--- config.mk ---
export PLATFORM = sky130hd
export DESIGN_NAME = muldiv_unit
export DESIGN_NICKNAME = d
export VERILOG_FILES = /design/src/rtl/muldiv_pkg.sv /design/src/rtl/muldiv_abs.sv /design/src/rtl/muldiv_unit.sv
export SDC_FILE = /design/constraint.sdc
export NUM_CORES = 1
export LEC_CHECK = 0
export ABC_AREA = 1
export CORE_ASPECT_RATIO = 0.9
export CORE_MARGIN = 8
export CORE_UTILIZATION = 55
export DETAILED_ROUTE_END_ITERATION = 12
export HOLD_SLACK_MARGIN = 0.1
export PLACE_DENSITY = 0.77
export SKIP_CTS_REPAIR_TIMING = 1
export SLEW_MARGIN = 20
export SYNTH_ARGS = -nofsm -noshare
export SYNTH_HDL_FRONTEND = slang
export SYNTH_SLANG_ARGS = --single-unit
--- constraint.sdc ---
create_clock -name clk -period 5.45 [get_ports clk]
set_clock_uncertainty 0.05 [all_clocks]
set_input_delay 1.09 -clock clk [delete_from_list [all_inputs] [get_ports clk]]
set_output_delay 1.09 -clock clk [all_outputs]
set_load 0.1 [all_outputs]
--- src/rtl/muldiv_pkg.sv ---
// Shared encodings for the iterative multiply/divide unit: operation codes,
// FSM states and the quotient returned on divide-by-zero.
package muldiv_pkg;

    typedef enum logic [1:0] {
        MD_MULT  = 2'b00,
        MD_MULTU = 2'b01,
        MD_DIV   = 2'b10,
        MD_DIVU  = 2'b11
    } md_op_e;

    typedef enum logic [2:0] {
        S_IDLE = 3'd0,
        S_MUL  = 3'd1,
        S_DIV  = 3'd2,
        S_FIX  = 3'd3,
        S_DONE = 3'd4
    } md_state_e;

    // All-ones quotient on divide-by-zero; sliced to the unit's width.
    localparam logic [63:0] MD_DIV0_Q = {64{1'b1}};

endpackage

--- src/rtl/muldiv_abs.sv ---
// Conditional two's-complement negate: takes the magnitude of a signed operand,
// or flips the sign of an unsigned result when i_flip is set.
module muldiv_abs #(
    parameter int WIDTH = 32
) (
    input  logic [WIDTH-1:0] i_val,
    input  logic             i_signed,
    input  logic             i_flip,
    output logic [WIDTH-1:0] o_mag,
    output logic             o_sign
);

    logic w_neg;

    assign o_sign = i_signed & i_val[WIDTH-1];
    assign w_neg  = o_sign ^ i_flip;
    assign o_mag  = w_neg ? (-i_val) : i_val;

endmodule

--- src/rtl/muldiv_unit.sv ---
// Iterative MULT/MULTU/DIV/DIVU unit owning HI/LO, with MTHI/MTLO writes.
// Optional MULDIV_DIV0_FLAG_EN adds a sticky div0 output for divide-by-zero.
module muldiv_unit
    import muldiv_pkg::*;
#(
    parameter int WIDTH = 32
) (
    input  logic             clk,
    input  logic             reset,
    input  logic             start,
    input  logic [1:0]       Op,
    input  logic [WIDTH-1:0] A,
    input  logic [WIDTH-1:0] B,
    input  logic             we_hi,
    input  logic             we_lo,
    input  logic [WIDTH-1:0] wdata,
    output logic             busy,
    output logic             done,
    output logic [WIDTH-1:0] HI,
    output logic [WIDTH-1:0] LO
`ifdef MULDIV_DIV0_FLAG_EN
    ,
    output logic             div0
`endif
);

    localparam int CW = $clog2(WIDTH) + 1;

    md_state_e          r_state;
    logic [CW-1:0]      r_cnt;
    logic [2*WIDTH-1:0] r_acc;
    logic [WIDTH-1:0]   r_b;
    logic [WIDTH-1:0]   r_hi;
    logic [WIDTH-1:0]   r_lo;
    logic               r_sign_q;
    logic               r_sign_r;
    logic               r_is_div;
    logic               r_bzero;
    logic               r_busy;
    logic               r_done;
    logic               r_div0;

    logic [WIDTH-1:0]   w_a_mag;
    logic [WIDTH-1:0]   w_b_mag;
    logic               w_a_sign;
    logic               w_b_sign;
    logic [2*WIDTH-1:0] w_res;
    logic [WIDTH-1:0]   w_rem_fix;
    logic               w_res_sign;
    logic               w_rem_sign;
    logic [WIDTH:0]     w_mul_sum;
    logic [2*WIDTH-1:0] w_mul_next;
    logic [WIDTH:0]     w_rem_sh;
    logic [WIDTH+1:0]   w_diff;
    logic [2*WIDTH-1:0] w_div_next;
    logic               w_unused;

    muldiv_abs #(.WIDTH(WIDTH)) u_abs_a (
        .i_val(A), .i_signed(~Op[0]), .i_flip(1'b0), .o_mag(w_a_mag), .o_sign(w_a_sign)
    );
    muldiv_abs #(.WIDTH(WIDTH)) u_abs_b (
        .i_val(B), .i_signed(~Op[0]), .i_flip(1'b0), .o_mag(w_b_mag), .o_sign(w_b_sign)
    );
    // Result correction: low half of a 2W negate equals negating the quotient alone.
    muldiv_abs #(.WIDTH(2*WIDTH)) u_abs_res (
        .i_val(r_acc), .i_signed(1'b0), .i_flip(r_sign_q), .o_mag(w_res), .o_sign(w_res_sign)
    );
    muldiv_abs #(.WIDTH(WIDTH)) u_abs_rem (
        .i_val(r_acc[2*WIDTH-1:WIDTH]), .i_signed(1'b0), .i_flip(r_sign_r),
        .o_mag(w_rem_fix), .o_sign(w_rem_sign)
    );

    // Multiply step: acc = {partial, multiplier}; add multiplicand then shift right.
    assign w_mul_sum  = {1'b0, r_acc[2*WIDTH-1:WIDTH]} + {1'b0, r_b};
    assign w_mul_next = r_acc[0] ? {w_mul_sum, r_acc[WIDTH-1:1]}
                                 : {1'b0, r_acc[2*WIDTH-1:1]};

    // Restoring divide step: acc = {remainder, dividend/quotient}; shift left, trial subtract.
    assign w_rem_sh   = r_acc[2*WIDTH-1:WIDTH-1];
    assign w_diff     = {1'b0, w_rem_sh} - {2'b00, r_b};
    assign w_div_next = w_diff[WIDTH+1] ? {w_rem_sh[WIDTH-1:0], r_acc[WIDTH-2:0], 1'b0}
                                        : {w_diff[WIDTH-1:0], r_acc[WIDTH-2:0], 1'b1};

    assign w_unused = ^{w_diff[WIDTH], w_res_sign, w_rem_sign};

    always_ff @(posedge clk) begin
        if (reset) begin
            r_state  <= S_IDLE;
            r_cnt    <= '0;
            r_acc    <= '0;
            r_b      <= '0;
            r_hi     <= '0;
            r_lo     <= '0;
            r_sign_q <= 1'b0;
            r_sign_r <= 1'b0;
            r_is_div <= 1'b0;
            r_bzero  <= 1'b0;
            r_busy   <= 1'b0;
            r_done   <= 1'b0;
            r_div0   <= 1'b0;
        end else begin
            case (r_state)
                S_IDLE, S_DONE: begin
                    if (we_hi) r_hi <= wdata;
                    if (we_lo) r_lo <= wdata;
                    if (start || we_hi || we_lo) r_div0 <= 1'b0;
                    r_done <= 1'b0;
                    if (start) begin
                        r_cnt    <= '0;
                        r_is_div <= Op[1];
                        r_b      <= Op[1] ? w_b_mag : w_a_mag;
                        r_acc    <= {{WIDTH{1'b0}}, (Op[1] ? w_a_mag : w_b_mag)};
                        r_sign_q <= w_a_sign ^ w_b_sign;
                        r_sign_r <= w_a_sign;
                        r_bzero  <= (B == '0);
                        r_busy   <= 1'b1;
                        r_state  <= Op[1] ? S_DIV : S_MUL;
                    end else begin
                        r_state  <= S_IDLE;
                    end
                end
                S_MUL, S_DIV: begin
                    r_acc <= (r_state == S_DIV) ? w_div_next : w_mul_next;
                    r_cnt <= r_cnt + CW'(1);
                    if (r_cnt == CW'(WIDTH - 1)) r_state <= S_FIX;
                end
                S_FIX: begin
                    if (r_is_div) begin
                        r_lo <= r_bzero ? MD_DIV0_Q[WIDTH-1:0] : w_res[WIDTH-1:0];
                        r_hi <= w_rem_fix;
                    end else begin
                        r_lo <= w_res[WIDTH-1:0];
                        r_hi <= w_res[2*WIDTH-1:WIDTH];
                    end
                    r_div0  <= r_is_div & r_bzero;
                    r_busy  <= 1'b0;
                    r_done  <= 1'b1;
                    r_state <= S_DONE;
                end
                default: begin
                    r_busy  <= 1'b0;
                    r_done  <= 1'b0;
                    r_state <= S_IDLE;
                end
            endcase
        end
    end

    assign busy = r_busy;
    assign done = r_done;
    assign HI   = r_hi;
    assign LO   = r_lo;

`ifdef MULDIV_DIV0_FLAG_EN
    assign div0 = r_div0;
`else
    logic w_unused_div0;
    assign w_unused_div0 = r_div0;
`endif

endmodule

Word-level counts from Yosys, hierarchy flattened --
Cells that the tools add are included.
Operators by class: eq/ne operators 9, add/subtract/negate cells 7, muxes and demuxes 27, reductions and logical operators 11, bitwise logic cells 5
Operators by type and width (number):
- 32-bit two-way mux | 10
- 64-bit two-way mux | 5
- 32-bit one-hot mux with 2 select lines | 2
- 64-bit one-hot mux with 2 select lines | 1
- 32-bit negation | 3
- 64-bit negation | 1
- 33-bit by 32-bit subtractor with 34-bit output | 1
- 32-bit by 32-bit adder with 33-bit output | 1
- 32-bit zero test | 1
- 6-bit one-hot mux with 2 select lines | 1
- 2-bit AND reduction | 5
- 3-bit one-hot mux with 3 select lines | 1
- 2-bit != test, second input constant | 4
- 6-bit by 1-bit adder with 6-bit output, second input constant | 1
- 3-bit by 2-bit equality test with 1-bit output, second input constant | 2
- 6-bit by 5-bit equality test with 1-bit output, second input constant | 1
- 6-bit two-way mux | 1
- 2-bit two-way mux | 2
- 1-bit one-hot mux with 2 select lines | 2
- 2-bit nonzero test | 2
- 2-bit OR reduction | 2
- 3-bit by 1-bit equality test with 1-bit output, second input constant | 1
- 3-bit equality test, second input constant | 1
- 3-bit zero test | 1
- other kinds (5) | 7
Word-level totals: logic and storage cells 71, output and inout bits 66, input bits 103, register bits after elaboration 175

Depth between registers and ports, before layout --
depth in word-level cells 6, depth in mapped cells 18, mapped depth without buffers 17

Cells and area by module --
A second synthesis with hierarchy kept.
Second synthesis, totals: cells, all modules 3647, area, all modules 20002.9 um^2
Modules (own cells, without submodules):
- muldiv_unit | cells an instance 2392, instances 1, area an instance 14218.6 um^2
- muldiv_abs at u_abs_a ... | cells an instance 247, instances 3, area an instance 1139.8 um^2
- muldiv_abs at u_abs_res | cells an instance 514, instances 1, area an instance 2364.8 um^2

Worst setup path after synthesis --
No wires, ideal clock.
kind input-to-reg, start input port A[1], end register r_acc[24], arrival time 2.433 ns, slack 2.848 ns, stages on the path 12, setup time 0.119 ns, data required time 5.281 ns, path buffers 0, cells stage by stage inv_1 > ha_1 > nand4_1 > nor2_1 > nand2_1 > nand2_1 > o211ai_1 > or2_2 > nand2_1 > nand2_1 > nand3_1 > a21oi_1
Between the ends: longest elaborated chain between the ends 5
Ends and longest elaborated chain:
- start, declared | line muldiv_unit.sv:12 | input logic [WIDTH-1:0] A,
- 32-bit negation | line muldiv_abs.sv:17 | assign o_mag = w_neg ? (-i_val) : i_val;
- 32-bit two-way mux | line muldiv_abs.sv:17
- 32-bit two-way mux | line muldiv_unit.sv:112 | r_acc <= {{WIDTH{1'b0}}, (Op[1] ? w_a_mag : w_b_mag)};
- 64-bit two-way mux | line muldiv_unit.sv:108 | if (start) begin
- 64-bit one-hot mux with 2 select lines | line muldiv_unit.sv:102 | case (r_state)
- end signal, assigned | line muldiv_unit.sv:112
- end signal, assigned | line muldiv_unit.sv:123 | r_acc <= (r_state == S_DIV) ? w_div_next : w_mul_next;
- end, declared | line muldiv_unit.sv:31 | logic [2*WIDTH-1:0] r_acc;
Every way passes these cells. The select of a mux whose other input is x is not followed. A chain may end at the register's enable or synchronous reset.

Final worst setup path --
start register r_acc[59], end register r_acc[41]
Between the ends: longest elaborated chain between the ends 4
Ends and longest elaborated chain:
- 33-bit by 32-bit subtractor with 34-bit output | line muldiv_unit.sv:80 | assign w_diff = {1'b0, w_rem_sh} - {2'b00, r_b};
- 64-bit two-way mux | line muldiv_unit.sv:81 | assign w_div_next = w_diff[WIDTH+1] ? {w_rem_sh[WIDTH-1:0], r_acc[WIDTH-2:0], 1'b0}
- 64-bit two-way mux | line muldiv_unit.sv:123
- 64-bit one-hot mux with 2 select lines | line muldiv_unit.sv:102
Every way passes these cells.

==> reports/metrics.yaml <==
run_status:
  status: "finished clean"
global_route:
  first_global_vias: 21000
  grt_antenna_before_repair: 4
  grt_util_all_layers: 0.388
  grt.overflow.total: 0
  grt_max_degree: 127
  grt_pass1_wl_um: 121000
routing:
  vias: 23000
  ant_nets: 0
  firstDrtPassIters: 7
  drt_iter0_markers: 3277
  drc_errors: 0
  detail_route.wl_per_cell_um: 20.7
  avgViaCountPerCell: 6.01
  drt_wl_total_um: 79300
clocking:
  cts-root-buf: "clkbuf_16"
  clk_path_buf_depth: 2
  cts_inserted_buffers: 17
  htreeDepth: 4
  clk_pin_slew_ns: 0.07
  clock_latency_ns: 0.46
  cts_tree: "built"
  cts_sinks: 175
logic_synthesis:
  synthesis.area_um2: 18200
  synthTopCellsByArea: "nand2_1 21%, dfxtp_1 19%, inv_1 10%"
  yosys_warnings: 0
  async_reset_ff_frac: 0
  synth.most_common_cell: "nand2_1"
  synth_cells: 3311
  syn_area_per_cell_um2: 5.51
  synth_cell_types: 48
  synth_nets: 3485
  synth-seq-area-share: 0.192
  synth_edf_count: 0
  synth-seq-cells: 175
  yosysTopAreaCell: "nand2_1"
  synth_top_area_frac: 0.209
  synth_common_cells: "1016 x nand2_1, 500 x inv_1, 299 x nand3_1"
  synthFlopType: "dfxtp_1"
timing:
  fin_crit_ns: 3.53
  hold_viol_final: 0
  maxSlewViolCount: 0
  whs_ns: 0.415
  setup_viol: 0
  slew_headroom: 0.252
  fmax_ghz: 0.283
  tns_ns: 0
  rsz0062_at_grt: "no"
  worst_pin_slew_ns: 1.11
  post-route-period-util: 0.648
worst_setup_path:
  cpMostUsedCell: "nand3_1"
  r2r_slack_ns: 1.92
  cpMaxStageDelayCell: "dfxtp_1"
  startpoint: "r_acc[59]"
  cp.arrival_ns: 3.80
  path_cells: "ha_1, inv_1, o21bai_1, o21ai_1, nand3_1, nor2_4, nand2_8, nor2_2, nand2_1, nand3_1, a21oi_1"
  cp.buffers_inverters: 1
  critical_path.startpoint_type: "flip-flop"
  path_class: "reg2reg"
  cp.required_ns: 5.72
  crit_fanout: 35
  endpoint_kind: "flip-flop"
  max_stage_delay_ns: 0.80
  rr_startpoint: "r_acc[59]"
  cp_top_family: "simple AND/OR/NAND/NOR gates"
hold_path:
  worstHoldStart: "r_cnt[5]"
  min_path_type: "reg2reg"
power_and_ir_drop:
  power_density_nw_per_um2: 650
  p_leak_nw: 10.1
  finalPower_mw: 13.4
  peakVddDrop_mv: 0.559
floorplanning:
  design.die.area_um2: 39200
  initial_core_util: 0.556
  ios: 169
  core_area_um2: 32800
  rows: 63
  die_x_um: 208
  fp.dieH_um: 189
cells_and_area:
  nNetsFinal: 3562
  layout-drive-gt1-share: 0.0385
  syn2layout_area_growth_pct: 13.2
placement:
  gp_congestion: 1.07
  dp_hpwl_um: 63200
  numPortBuffers: 168
run:
  drv_cap: 0
[through the flow]
| stage | utilization | setup slack (ns) | instance area (um2) | cells |
|---|---|---|---|---|
| global placement | 0.611 | 1.72 | 20000 | 3791 |
| global route | 0.629 | 1.82 | 20600 | 3823 |
| detailed placement | 0.611 | 1.70 | 20000 | 3791 |
| finish | 0.629 | 1.92 | 20600 | 3825 |
| CTS | 0.629 | 2.12 | 20600 | 3823 |
| floorplan | - | 2.85 | 18200 | 3311 |
[cell type report]
type / count / area (um2)
Antenna cell: 2 / 5.00
Clock buffer: 21 / 450
Clock inverter: 11 / 131
Fill cell: 3296 / 12200
Inverter: 527 / 1980
Multi-Input combinational cell: 2482 / 12200
Sequential cell: 175 / 3500
Tap cell: 422 / 528
Timing Repair Buffer: 185 / 1810
[cells by family after synthesis]
kind of cell	count (synthesis)	share of synthesized area
buf+inv	654	0.138
fa+ha+maj	71	0.0495
flops	175	0.192
compound gates	662	0.199
xor+xnor	63	0.0303
simple gates	1686	0.391
[cell usage in the layout, fill, tap and decap left out, types with 4 or more instances in the layout]
cell type | synthesis | layout
nand2_1 | 1016 | 1016
inv_1 | 500 | 499
nand3_1 | 299 | 298
o21ai_0 | 255 | 255
a21oi_1 | 240 | 240
nor2_1 | 225 | 224
dfxtp_1 | 175 | 174
clkdlybuf4s50_1 | 0 | 167
ha_1 | 69 | 69
xor2_1 | 55 | 55
o211ai_1 | 43 | 43
a31oi_1 | 42 | 42
nand4_1 | 38 | 38
o21ai_1 | 36 | 36
nor3_1 | 35 | 35
inv_2 | 25 | 25
clkbuf_16 | 0 | 17
buf_4 | 2 | 16
nand3b_1 | 15 | 15
nor2_2 | 15 | 14
o21bai_1 | 11 | 11
o221ai_1 | 10 | 10
or2_2 | 10 | 10
nor2_4 | 6 | 8
xnor2_1 | 8 | 8
nor4_1 | 7 | 7
nand2_2 | 6 | 6
o21ai_2 | 5 | 5
and3_1 | 4 | 4
a221oi_1 | 4 | 4
a21o_1 | 4 | 4
[metal layers]
| metal | up-vias | GRT usage | wire length (um) |
|---|---|---|---|
| met1 | 10300 | 0.499 | 31000 |
| li1 | 10800 | - | - |
| met4 | 2 | 0.176 | 4070 |
| met3 | 255 | 0.132 | 11600 |
| met2 | 1579 | 0.580 | 32600 |
| met5 | - | 0 | 13 |
[sequential cells by signal (all words and copies together) (netlist names)]
| signal | cells |
|---|---|
| r_state | 3 |
| r_is_div | 1 |
| r_sign_r | 1 |
| r_b | 32 |
| busy | 1 |
| r_acc | 64 |
| r_sign_q | 1 |
| done | 1 |
| r_cnt | 6 |
| LO | 32 |
| HI | 32 |
| r_bzero | 1 |
[path summary, 6_finish.rpt]
check	depth (start not counted)	end
max	11	r_acc[41]
min	1	r_cnt[5]
max reg2reg	11	r_acc[41]
min reg2reg	1	r_cnt[5]
[power by group]
part	internal [mW]	switching [mW]	total (mW)
clock network	0.694	0.579	1.27
logic	2.68	7.15	9.83
registers	1.66	0.652	2.32
Power figures use the tool's default switching activity.
